===== config.mk =====
export PLATFORM = sky130hd
export DESIGN_NAME = irq_source_ctrl
export DESIGN_NICKNAME = d
export VERILOG_FILES = /design/src/rtl/irq_source_ctrl_pkg.sv /design/src/rtl/irq_prio_enc.sv /design/src/rtl/irq_source_ctrl.sv
export SDC_FILE = /design/constraint.sdc
export NUM_CORES = 1
export LEC_CHECK = 0
export CAP_MARGIN = 10
export CORE_AREA = 2 2 83 85
export DETAILED_ROUTE_END_ITERATION = 6
export DIE_AREA = 0 0 85 87
export GPL_TIMING_DRIVEN = 0
export PLACE_DENSITY = 0.73
export SKIP_LAST_GASP = 1
export SYNTH_ARGS = -nofsm -noshare
export SYNTH_HDL_FRONTEND = slang
export SYNTH_HIERARCHICAL = 1
export SYNTH_SLANG_ARGS = --single-unit

===== constraint.sdc =====
create_clock -name clk -period 1.6 [get_ports clk]
set_input_delay 0.24 -clock clk [delete_from_list [all_inputs] [get_ports clk]]
set_output_delay 0.24 -clock clk [all_outputs]
set_load 0.005 [all_outputs]

===== src/rtl/irq_source_ctrl_pkg.sv =====
// rtl/irq_source_ctrl_pkg.sv - shared constants for the external interrupt controller
package irq_source_ctrl_pkg;

  localparam logic [1:0] ST_IDLE     = 2'd0;
  localparam logic [1:0] ST_REQ      = 2'd1;
  localparam logic [1:0] ST_WAIT_ACK = 2'd2;
  localparam logic [1:0] ST_SERVICE  = 2'd3;

  localparam logic [1:0] REG_MASK   = 2'd0;
  localparam logic [1:0] REG_PEND   = 2'd1;
  localparam logic [1:0] REG_SWINT  = 2'd2;
  localparam logic [1:0] REG_STATUS = 2'd3;

  localparam int STAT_ERR_BIT   = 8;
  localparam int STAT_STATE_LSB = 4;
  localparam int STAT_ID_LSB    = 0;

endpackage


===== src/rtl/irq_prio_enc.sv =====
// rtl/irq_prio_enc.sv - fixed-priority encoder, lowest set index wins
module irq_prio_enc #(
  parameter int N_IN = 9,
  parameter int ID_W = 4
) (
  input  logic [N_IN-1:0] req,
  output logic            valid,
  output logic [ID_W-1:0] id
);

  always_comb begin
    valid = |req;
    id    = '0;
    for (int i = N_IN - 1; i >= 0; i--) begin
      if (req[i]) id = ID_W'(i);
    end
  end

endmodule


===== src/rtl/irq_source_ctrl.sv =====
// rtl/irq_source_ctrl.sv - external interrupt controller feeding cp0 ir_in/int_cause
module irq_source_ctrl
  import irq_source_ctrl_pkg::*;
#(
  parameter int N_SRC       = 8,
  parameter int ID_W        = 4,
  parameter int ACK_TIMEOUT = 15
) (
  input  logic             clk,
  input  logic             rst_n,
  input  logic [N_SRC-1:0] irq_src,
  input  logic             reg_we,
  input  logic [1:0]       reg_addr,
  input  logic [31:0]      reg_wdata,
  output logic [31:0]      reg_rdata,
  output logic             ir_out,
  output logic             int_cause,
  output logic [ID_W-1:0]  irq_id,
  input  logic             cp0_jump,
  input  logic             cp0_eret
);

  localparam int CNT_W = $clog2(ACK_TIMEOUT + 1);

  logic [N_SRC-1:0] sync1, sync2, sync3;
  logic [N_SRC-1:0] rise, mask, pend, ack_clr, w1c;
  logic             swpend, err;
  logic [1:0]       state;
  logic [CNT_W-1:0] ack_cnt;
  logic             enc_valid;
  logic [ID_W-1:0]  enc_id;
  logic             ack, timeout, serving_sw, sw_set;

  assign rise       = sync2 & ~sync3;
  assign ack        = (state == ST_WAIT_ACK) && cp0_jump;
  assign timeout    = (state == ST_WAIT_ACK) && !cp0_jump && (ack_cnt == CNT_W'(ACK_TIMEOUT - 1));
  assign serving_sw = (irq_id == ID_W'(N_SRC));
  assign w1c        = (reg_we && reg_addr == REG_PEND) ? reg_wdata[N_SRC-1:0] : '0;
  assign sw_set     = reg_we && (reg_addr == REG_SWINT) && reg_wdata[0];
  assign ir_out     = (state == ST_REQ);

  always_comb begin
    ack_clr = '0;
    for (int i = 0; i < N_SRC; i++) ack_clr[i] = ack && (irq_id == ID_W'(i));
  end

  // software interrupt sits just above the device lines so it has the lowest priority
  irq_prio_enc #(.N_IN(N_SRC + 1), .ID_W(ID_W)) u_prio_enc (
    .req   ({swpend, pend & mask}),
    .valid (enc_valid),
    .id    (enc_id)
  );

  always_ff @(posedge clk or negedge rst_n) begin
    if (!rst_n) begin
      sync1 <= '0;
      sync2 <= '0;
      sync3 <= '0;
    end else begin
      sync1 <= irq_src;
      sync2 <= sync1;
      sync3 <= sync2;
    end
  end

  // edges beat both software clears and the ack clear on the same bit
  always_ff @(posedge clk or negedge rst_n) begin
    if (!rst_n) begin
      mask   <= '0;
      pend   <= '0;
      swpend <= 1'b0;
      err    <= 1'b0;
    end else begin
      if (reg_we && reg_addr == REG_MASK) mask <= reg_wdata[N_SRC-1:0];
      pend   <= (pend & ~w1c & ~ack_clr) | rise;
      swpend <= (swpend & ~(ack && serving_sw)) | sw_set;
      if (timeout) err <= 1'b1;
      else if (reg_we && reg_addr == REG_STATUS) err <= 1'b0;
    end
  end

  always_ff @(posedge clk or negedge rst_n) begin
    if (!rst_n) begin
      state     <= ST_IDLE;
      ack_cnt   <= '0;
      irq_id    <= '0;
      int_cause <= 1'b0;
    end else begin
      case (state)
        ST_IDLE: begin
          if (enc_valid) begin
            irq_id    <= enc_id;
            int_cause <= (enc_id != ID_W'(N_SRC));
            state     <= ST_REQ;
          end
        end
        ST_REQ: begin
          ack_cnt <= '0;
          state   <= ST_WAIT_ACK;
        end
        ST_WAIT_ACK: begin
          if (cp0_jump) state <= ST_SERVICE;
          else if (timeout) state <= ST_IDLE;
          else ack_cnt <= ack_cnt + 1'b1;
        end
        default: begin
          if (cp0_eret) state <= ST_IDLE;
        end
      endcase
    end
  end

  always_comb begin
    reg_rdata = '0;
    case (reg_addr)
      REG_MASK:  reg_rdata[N_SRC-1:0] = mask;
      REG_PEND:  reg_rdata[N_SRC-1:0] = pend;
      REG_SWINT: reg_rdata[0] = swpend;
      default: begin
        reg_rdata[STAT_ERR_BIT]          = err;
        reg_rdata[STAT_STATE_LSB +: 2]   = state;
        reg_rdata[STAT_ID_LSB +: ID_W]   = irq_id;
      end
    endcase
  end

endmodule


==> results of run 1 <==
-- layout make-up --
cell class | count | share of cell area [%]
plain buffers | 29 | 6.99
clock inverters | 2 | 1.03
flip-flops and latches | 53 | 36.6
multi-input cells | 156 | 32.8
clock buffers | 6 | 2.27
well taps | 80 | 2.75
inverters | 16 | 1.79
repair buffers | 63 | 15.7
-- registers in the layout, indices dropped and copies added (netlist names) --
name / count
sync3: 8
swpend: 1
err: 1
state: 2
int_cause: 1
sync2: 8
irq_id: 4
pend: 8
ack_cnt: 4
mask: 8
sync1: 8
-- per-stage QoR --
step | power, mW | hold slack [ns] | setup TNS, ns
floorplan | 2.68 | -0.0556 | 0
global placement | 3.18 | 0.333 | -74.64
detailed placement | 3.25 | 0.243 | -9.10
CTS | 4.53 | 0.356 | -0.968
global route | 5.00 | 0.354 | -1.33
finish | 4.72 | 0.354 | -0.576
-- what timing repair did --
| action | 4_1_cts | 5_1_grt |
|---|---|---|
| endpoints found under the setup margin | 27 | 21 |
| hold buffers | 1 | 0 |
| gates resized for setup | 52 | 19 |
| cloned | 0 | 0 |
| pin swaps | 8 | 7 |
| endpoints found under the hold margin | 22 | 0 |
| buffers inserted | 15 | 9 |
-- per-layer routing --
layer | up-vias | routed length (microns) | GRT usage, %
met5 | - | 0 | 0
met4 | 0 | 67 | 4.91
met3 | 9 | 210 | 3.22
met2 | 37 | 3060 | 28.6
met1 | 956 | 2480 | 19.3
li1 | 948 | - | -
-- synthesized netlist by cell type (all sizes together) (3+ instances only) --
cell and n:
ha 6, nor2b 3, o311ai 3, mux2i 7, inv 16, nor2 9
clkbuf 3, a32oi 3, nand3 4, and3 3, a22o 4, dfrtp 53
nand4b 4, a21oi 7, and2 9, o21ai 14, mux2 13, nor4 3
nand2 20, buf 26, nand2b 3, o211ai 3
-- power breakdown --
| group | total [mW] | internal (mW) | leakage, nW | switching, mW |
|---|---|---|---|---|
| Clock | 0.949 | 0.509 | 0.0574 | 0.440 |
| Sequential | 1.74 | 1.55 | 0.614 | 0.191 |
| Combinational | 2.03 | 1.11 | 1.05 | 0.925 |
| Total | 4.72 | 3.17 | 1.72 | 1.56 |
-- kinds of logic after synthesis --
family / Yosys count / synth area share, %
simple gates: 64 / 14.7
flops: 53 / 51.2
buf+inv: 45 / 10.6
compound gates: 42 / 11.0
mux: 21 / 9.51
fa+ha+maj: 6 / 2.90
other cells: 1 / 0.145
-- critical path, stage by stage, from the launching register on --
cell,delay (ns)
dfrtp_1,0.40
and2_4,0.19
nor4_4,0.29
nand3b_1,0.17
inv_1,0.10
a21oi_2,0.07
o21ai_2,0.09
mux2_4,0.32
-- how the worst min path moves through the flow --
stage                  to  slack [ns]       start  cells past startpoint
2_1_floorplan  ack_cnt[0]       -0.06       rst_n                      0
3_3_place_gp     sync2[4]        0.33    sync1[4]                      0
3_5_place_dp     sync2[2]        0.24       rst_n                      1
4_1_cts          sync1[0]        0.36  irq_src[0]                      1
5_1_grt          sync1[1]        0.35  irq_src[1]                      1
6_report         sync2[0]        0.35    sync1[0]                      0
==> flow_summary.toml, run 1 <==
[pwr]
ir_drop_uv = 790
leakage_nw = 1.72
p_per_area_nw_per_um2 = 1300

[sta]
fmax_mhz = 576
rsz0062_at_grt = "true"
slew-limit-headroom_pct = 64.6
worst_pin_slew_ns = 0.532
hold_viol_final = 0
period_minus_slack_ns = 1.74
clock_skew_ns = 0.00772
finalCritPeriodShare_pct = 109
timing.final.ws_setup_ns = -0.136
drv_slew = 0
setup_violations = 7

[floorplan]
die_w_microns = 85
pin_count = 85
die_height_microns = 87
core_area_sq_um = 6570
initial_utilization_pct = 39.5
die-area_sq_um = 7400
rows = 30

[worst_hold_path]
hold_class = "register to register"

[worst_setup_path]
crit_path_end_kind = "register"
ff2ff_setup_slack_ns = -0.14
arrival_ns = 1.93
cp_max_fo = 4
worstPathRequired_ns = 1.80
path_class = "register to register"
r2r_start = "mask[0]"
worstSetupEndpoint = "state[0]"
reg2reg_depth = 7
worstSetupStartpoint = "mask[0]"
r2r_end = "state[0]"
cp-start-kind = "register"

[finish]
multi_input_area_sq_um = 1190
area_delta_synth_final_pct = 40.2
postLayoutCoreUtil_pct = 55.3
seqCellArea_sq_um = 1330
fillers = 577
layout_commonest_cell = "dfrtp_1"
fin_cells = 405
final_nets = 377
antenna_cells = 0
drive_gt1_share_pct = 34.2
layout_common_cells = "49 x dfrtp_1, 45 x buf_4, 24 x clkdlybuf4s50_1"
final_area_sq_um = 3630

[global_route]
grt_pass1_vias = 1926
gr-total-overflow = 0
grt_pass1_wl_microns = 9190
grt_usage_pct = 15.9
antenna_found_initial = 0
grt_start_max_net_pins = 32

[routing]
drc = 0
drt_wl_total_microns = 5820
drt_iter0_markers = 44
drtPass1Iterations = 6
wl_per_cell_microns = 14.4
ant_nets = 0
vias_per_cell = 4.81
vias = 1950

[clocking]
htreeDepth = 2
clk_latency_ns = 0.31
cts_tree = "built"
cts_buffers = 5
clock-root-buffer = "clkbuf_8"
clock_sinks = 53
clkSlewWorstSetupHoldPaths_ns = 0.10
cts_buffer_depth = 2

[place]
gp_congestion = 0.927
placed_area_sq_um = 3200
dp.cells = 372
portBuffers = 37
dpl.hpwl_microns = 4090
place_ws_ns = -0.641

[synthesis]
ys_ff_latch = 53
syn-instance-count = 232
synth_ff_type = "dfrtp_1"
synthArstFlopShare_pct = 100
synth_edf_count = 0
yosysWarnings = 6
ys_seq_area_share_pct = 51.2
synth_top_area_share_pct = 51.2
syn_area_sq_um = 2590
post-synth-top-area-cell = "dfrtp_1"
synth_area_leaders = "dfrtp_1 51%, buf_4 6.9%, mux2_2 5.2%"
avgSynthCellArea_sq_um = 11.2
yosysUniqueCellTypes = 44

[outcome]
status = "finished, violations left"
violations = "negative setup slack"

[job]
drv_cap = 0
Power figures use the tool's default switching activity.
==> inputs of run 2 (changes only) <==
--- a/config.mk
+++ b/config.mk
@@ -6,11 +6,13 @@
 export NUM_CORES = 1
 export LEC_CHECK = 0
 export CAP_MARGIN = 10
-export CORE_AREA = 2 2 83 85
+export CORE_AREA = 2 2 81 83
+export CTS_BUF_LIST = sky130_fd_sc_hd__clkbuf_4 sky130_fd_sc_hd__clkbuf_8
 export DETAILED_ROUTE_END_ITERATION = 6
-export DIE_AREA = 0 0 85 87
+export DIE_AREA = 0 0 83 85
 export GPL_TIMING_DRIVEN = 0
-export PLACE_DENSITY = 0.73
+export MAX_ROUTING_LAYER = met4
+export PLACE_DENSITY = 0.76
 export SKIP_LAST_GASP = 1
 export SYNTH_ARGS = -nofsm -noshare
 export SYNTH_HDL_FRONTEND = slang
==> flow_summary.toml, run 2 (synthesis results as in run 1) <==
[outcome]
status = "finished, violations left"
violations = "negative setup slack"

[clocking]
cts_tree = "built"
cts_buffer_depth = 2
htreeDepth = 2
clock_sinks = 53
clk_latency_ns = 0.31
cts_buffers = 5
clkSlewWorstSetupHoldPaths_ns = 0.11
clock-root-buffer = "clkbuf_8"

[worst_setup_path]
ff2ff_setup_slack_ns = -0.09
reg2reg_depth = 7
r2r_start = "pend[1]"
worstSetupStartpoint = "irq_id[0]"
crit_chain = "clkbuf_8, mux4_2, buf_2"
cp-start-kind = "register"
cp_max_fo = 2
worstSetupEndpoint = "reg_rdata[0]"
critPathSlowestCell = "mux4_2"
r2r_end = "state[0]"
path_class = "register to output port"
arrival_ns = 1.45
crit_path_end_kind = "output port"
slowest_delay_ns = 0.45
worstPathRequired_ns = 1.36

[job]
drv_cap = 0

[sta]
drv_slew = 0
period_minus_slack_ns = 1.69
hold_viol_final = 0
setup_total_negative_slack_ns = -0.500
timing.final.ws_setup_ns = -0.0942
clock_skew_ns = 0.00891
fmax_mhz = 590
finalCritPeriodShare_pct = 106
rsz0062_at_grt = "true"
setup_violations = 9

[floorplan]
rows = 29
die_w_microns = 83
initial_utilization_pct = 41.8
die-area_sq_um = 7060
core_area_sq_um = 6200
die_height_microns = 85
pin_count = 85

[routing]
wl_per_cell_microns = 14.6
drt_iter0_markers = 139
drc = 0
vias = 1995
ant_nets = 0
drtPass1Iterations = 4
vias_per_cell = 4.93
drt_wl_total_microns = 5900

[pwr]
switching_share_pct = 34.8
p_int_mw = 2.99
power_switching_mw = 1.60
p_per_area_nw_per_um2 = 1270
p_clk_share_pct = 17.9
ir_drop_uv = 650
comb_power_share_pct = 44.8
leakage_nw = 1.70
pwr-share-seq_pct = 37.3

[global_route]
gr-total-overflow = 0
grt_pass1_wl_microns = 9430
grt_pass1_vias = 1963
antenna_found_initial = 0
grt_usage_pct = 17.2
grt_start_max_net_pins = 34

[finish]
antenna_cells = 0
seqCellArea_sq_um = 1330
fin_cells = 405
area_delta_synth_final_pct = 39.5
drive_gt1_share_pct = 35.1
multi_input_area_sq_um = 1190
final_nets = 380
fillers = 524
layout_common_cells = "49 x buf_4, 49 x dfrtp_1, 24 x clkdlybuf4s50_1"

[place]
portBuffers = 37
dp.cells = 369
gp_congestion = 0.889
dpl.hpwl_microns = 3960

[worst_hold_path]
hold_class = "input pin to register"
## run 2: cell types whose count changed in the layout (fill, tap and decap cells not counted), moves of 2 or more
cell / before / now
inv_6: 0 / 2
buf_4: 45 / 49
dlymetal6s2s_1: 3 / 1
inv_2: 0 / 2
inv_4: 2 / 0
clkdlybuf4s15_1: 1 / 4
buf_6: 4 / 2
## run 2: power groups by stage
stage	registers, mW	clock network (mW)	logic [mW]
floorplan	1.70	0	0.972
global route	1.74	0.884	2.23
CTS	1.71	0.837	1.85
detailed placement	1.75	0	1.48
global placement	1.74	0	1.43
finish	1.71	0.822	2.06
## run 2: how the worst min path moves through the flow
stage | startpoint | to | depth (start not counted)
after floorplan | rst_n | ack_cnt[0] | 0
after global placement | sync1[2] | sync2[2] | 0
after detailed placement | rst_n | sync1[2] | 1
after CTS | irq_src[6] | sync1[6] | 1
after global routing | irq_src[2] | sync1[2] | 1
final | irq_src[2] | sync1[2] | 1
## run 2: timing repair
item / 4_1_cts / 5_1_grt
gates resized for setup: 48 / 27
pin swaps: 10 / 8
endpoints found under the hold margin: 20 / 0
buffers inserted: 22 / 5
hold buffers: 1 / 0
setup endpoints to repair: 25 / 21
## run 2: per-stage QoR
step | cell area (sq um) | hold WS, ns | total power, mW | setup slack, ns | util, %
2_1_floorplan | 2720 | -0.0556 | 2.68 | 0.000693 | -
3_3_place_gp | 3180 | 0.332 | 3.17 | -1.27 | 51.3
3_5_place_dp | 3200 | 0.228 | 3.23 | -0.696 | 51.5
4_1_cts | 3510 | 0.344 | 4.39 | -0.0950 | 56.6
5_1_grt | 3620 | 0.343 | 4.85 | -0.192 | 58.3
6_report | 3620 | 0.352 | 4.59 | -0.0942 | 58.3
## run 2: worst max-delay path: cells and delay by family (launching register included)
kind	cells	cell delay [ns]
buffers and inverters	2	0.29
multiplexers	1	0.45
flip-flops	1	0.40
## run 2: cell type report
type | count | share of cell area (%)
multi-input combinational | 156 | 33.0
clock inverter | 3 | 0.796
inverter | 16 | 1.66
sequential | 53 | 36.8
tap | 77 | 2.66
timing repair buffer | 66 | 16.0
buffer | 29 | 7.09
clock buffer | 5 | 1.90
## run 2: per-layer routing
layer  vias up  part of all wire, %  global-route usage, %
met4         0                  2.1                   4.77
met5         -                    0                      -
li1        955                    -                      -
met2        60                   52                   30.4
met3        13                  5.4                   3.31
met1       967                   40                   20.2
==> inputs of run 3 (changes only) <==
--- a/config.mk
+++ b/config.mk
@@ -18,3 +18,4 @@
 export SYNTH_HDL_FRONTEND = slang
 export SYNTH_HIERARCHICAL = 1
 export SYNTH_SLANG_ARGS = --single-unit
+export TNS_END_PERCENT = 10
==> flow_summary.toml, run 3 (synthesis results as in run 1) <==
[floorplan]
die_w_microns = 83
core_area_sq_um = 6200
rows = 29
die_height_microns = 85
initial_utilization_pct = 41.8
pin_count = 85
die-area_sq_um = 7060

[global_route]
grt_start_max_net_pins = 34
antenna_found_initial = 0
grt_pass1_vias = 1864
grt_pass1_wl_microns = 8870
gr-total-overflow = 0
grt_usage_pct = 16.2

[worst_setup_path]
cp_top_family = "buffers and inverters"
crit_chain = "buf_4, ha_1, clkdlybuf4s50_1"
crit_path_end_kind = "output port"
worstPathRequired_ns = 1.36
critPathSlowestCell = "dfrtp_2"
path_buf_inv = 2
cp_max_fo = 4
arrival_ns = 1.57
reg2reg_depth = 7
cp-start-kind = "register"
cp.depth = 3
slowest_delay_ns = 0.45
path_class = "register to output port"

[place]
place_ws_ns = -0.696
gp_congestion = 0.889
portBuffers = 37
dp.cells = 369
dpl.hpwl_microns = 3960

[pwr]
power_switching_mw = 1.50
switching_share_pct = 34.4
comb_power_share_pct = 41.7
power_mw = 4.37
p_int_mw = 2.87
leakage_nw = 1.60
ir_drop_uv = 630
pwr-share-seq_pct = 39.5
p_per_area_nw_per_um2 = 1260
p_clk_share_pct = 18.8

[sta]
period_minus_slack_ns = 1.81
setup_violations = 14
slew-limit-headroom_pct = 67.3
clock_skew_ns = 0.00832
drv_slew = 0
worst_pin_slew_ns = 0.485
fmax_mhz = 553
finalCritPeriodShare_pct = 113
rsz0062_at_grt = "true"
hold_viol_final = 0
timing.final.ws_setup_ns = -0.210

[worst_hold_path]
hold_class = "input pin to register"
holdPathStages = 1

[clocking]
clk_latency_ns = 0.32
cts_buffer_depth = 2
clock_sinks = 53
clkSlewWorstSetupHoldPaths_ns = 0.11
clock-root-buffer = "clkbuf_8"
cts_buffers = 5
htreeDepth = 2
cts_tree = "built"

[outcome]
status = "finished, violations left"
violations = "negative setup slack"

[finish]
seqCellArea_sq_um = 1330
antenna_cells = 0
area_delta_synth_final_pct = 33.6
layout_common_cells = "49 x dfrtp_1, 35 x buf_4, 30 x clkdlybuf4s50_1"
fin_cells = 391
drive_gt1_share_pct = 28.0
final_nets = 366
layout_commonest_cell = "dfrtp_1"
multi_input_area_sq_um = 1140
fillers = 537

[routing]
drt_wl_total_microns = 5480
drtPass1Iterations = 4
ant_nets = 0
drt_iter0_markers = 125
wl_per_cell_microns = 14.0
vias = 1914
drc = 0
vias_per_cell = 4.90

[job]
drv_cap = 0
## run 3: cell types whose count changed in the layout (fill, tap and decap cells not counted), sizes merged
cell,before,now
buf,59,41
clkdlybuf4s15,4,2
clkdlybuf4s50,24,30
## run 3: power groups by stage
stage / clock network, mW / registers (mW) / logic (mW)
CTS: 0.837 / 1.73 / 1.63
global route: 0.884 / 1.76 / 1.97
finish: 0.822 / 1.73 / 1.82
detailed placement: 0 / 1.75 / 1.48
floorplan: 0 / 1.70 / 0.972
global placement: 0 / 1.74 / 1.43
## run 3: final timing paths
path,slack (ns),start,end
worst max-delay path,-0.21,state[0],ir_out
worst min-delay path,0.35,irq_src[2],sync1[2]
worst max register to register,-0.17,mask[6],state[0]
worst min register to register,0.36,sync1[3],sync2[3]
max in group asynchronous,0.65,rst_n,state[1]
min in group asynchronous,0.40,rst_n,sync1[2]
## run 3: per-stage QoR
stage                     setup TNS, ns  hold slack [ns]  util, %  instance area (sq um)
after floorplan                       0          -0.0556        -                   2720
after global placement           -75.02            0.332     51.3                   3180
after detailed placement          -8.33            0.228     51.5                   3200
after CTS                         -3.06            0.344     54.5                   3380
after global routing              -3.39            0.343     55.8                   3460
final                             -1.74            0.347     55.8                   3460
## run 3: worst register-to-register path, stage by stage (launching register included)
cell and delay (ns):
dfrtp_1 0.41, and2_4 0.18, nor4_4 0.31, nand3b_1 0.14, inv_1 0.09, a21oi_2 0.08
o21ai_1 0.13, mux2_4 0.32
## run 3: repair_timing
action                                 CTS  global route
pin swaps                                1             3
hold buffers                             1             0
resized for setup                       24            10
endpoints found under the hold margin   20             0
setup buffers                            6             7
setup endpoints to repair               25            25
## run 3: per-layer routing
layer  track usage (%)  vias up  share of wire (%)
li1                  -      929                  -
met1              18.9      922                 42
met2              27.7       52                 51
met3              3.70       11                4.7
met4              5.81        0                2.3
met5                 -        -                  0
## run 3: layout make-up
type                       count  area share [%]
timing repair buffer          52            14.3
sequential                    53            38.4
multi-input combinational    156            32.8
clock inverter                 3           0.831
tap                           77            2.78
buffer                        29            7.08
clock buffer                   5            1.99
inverter                      16            1.73
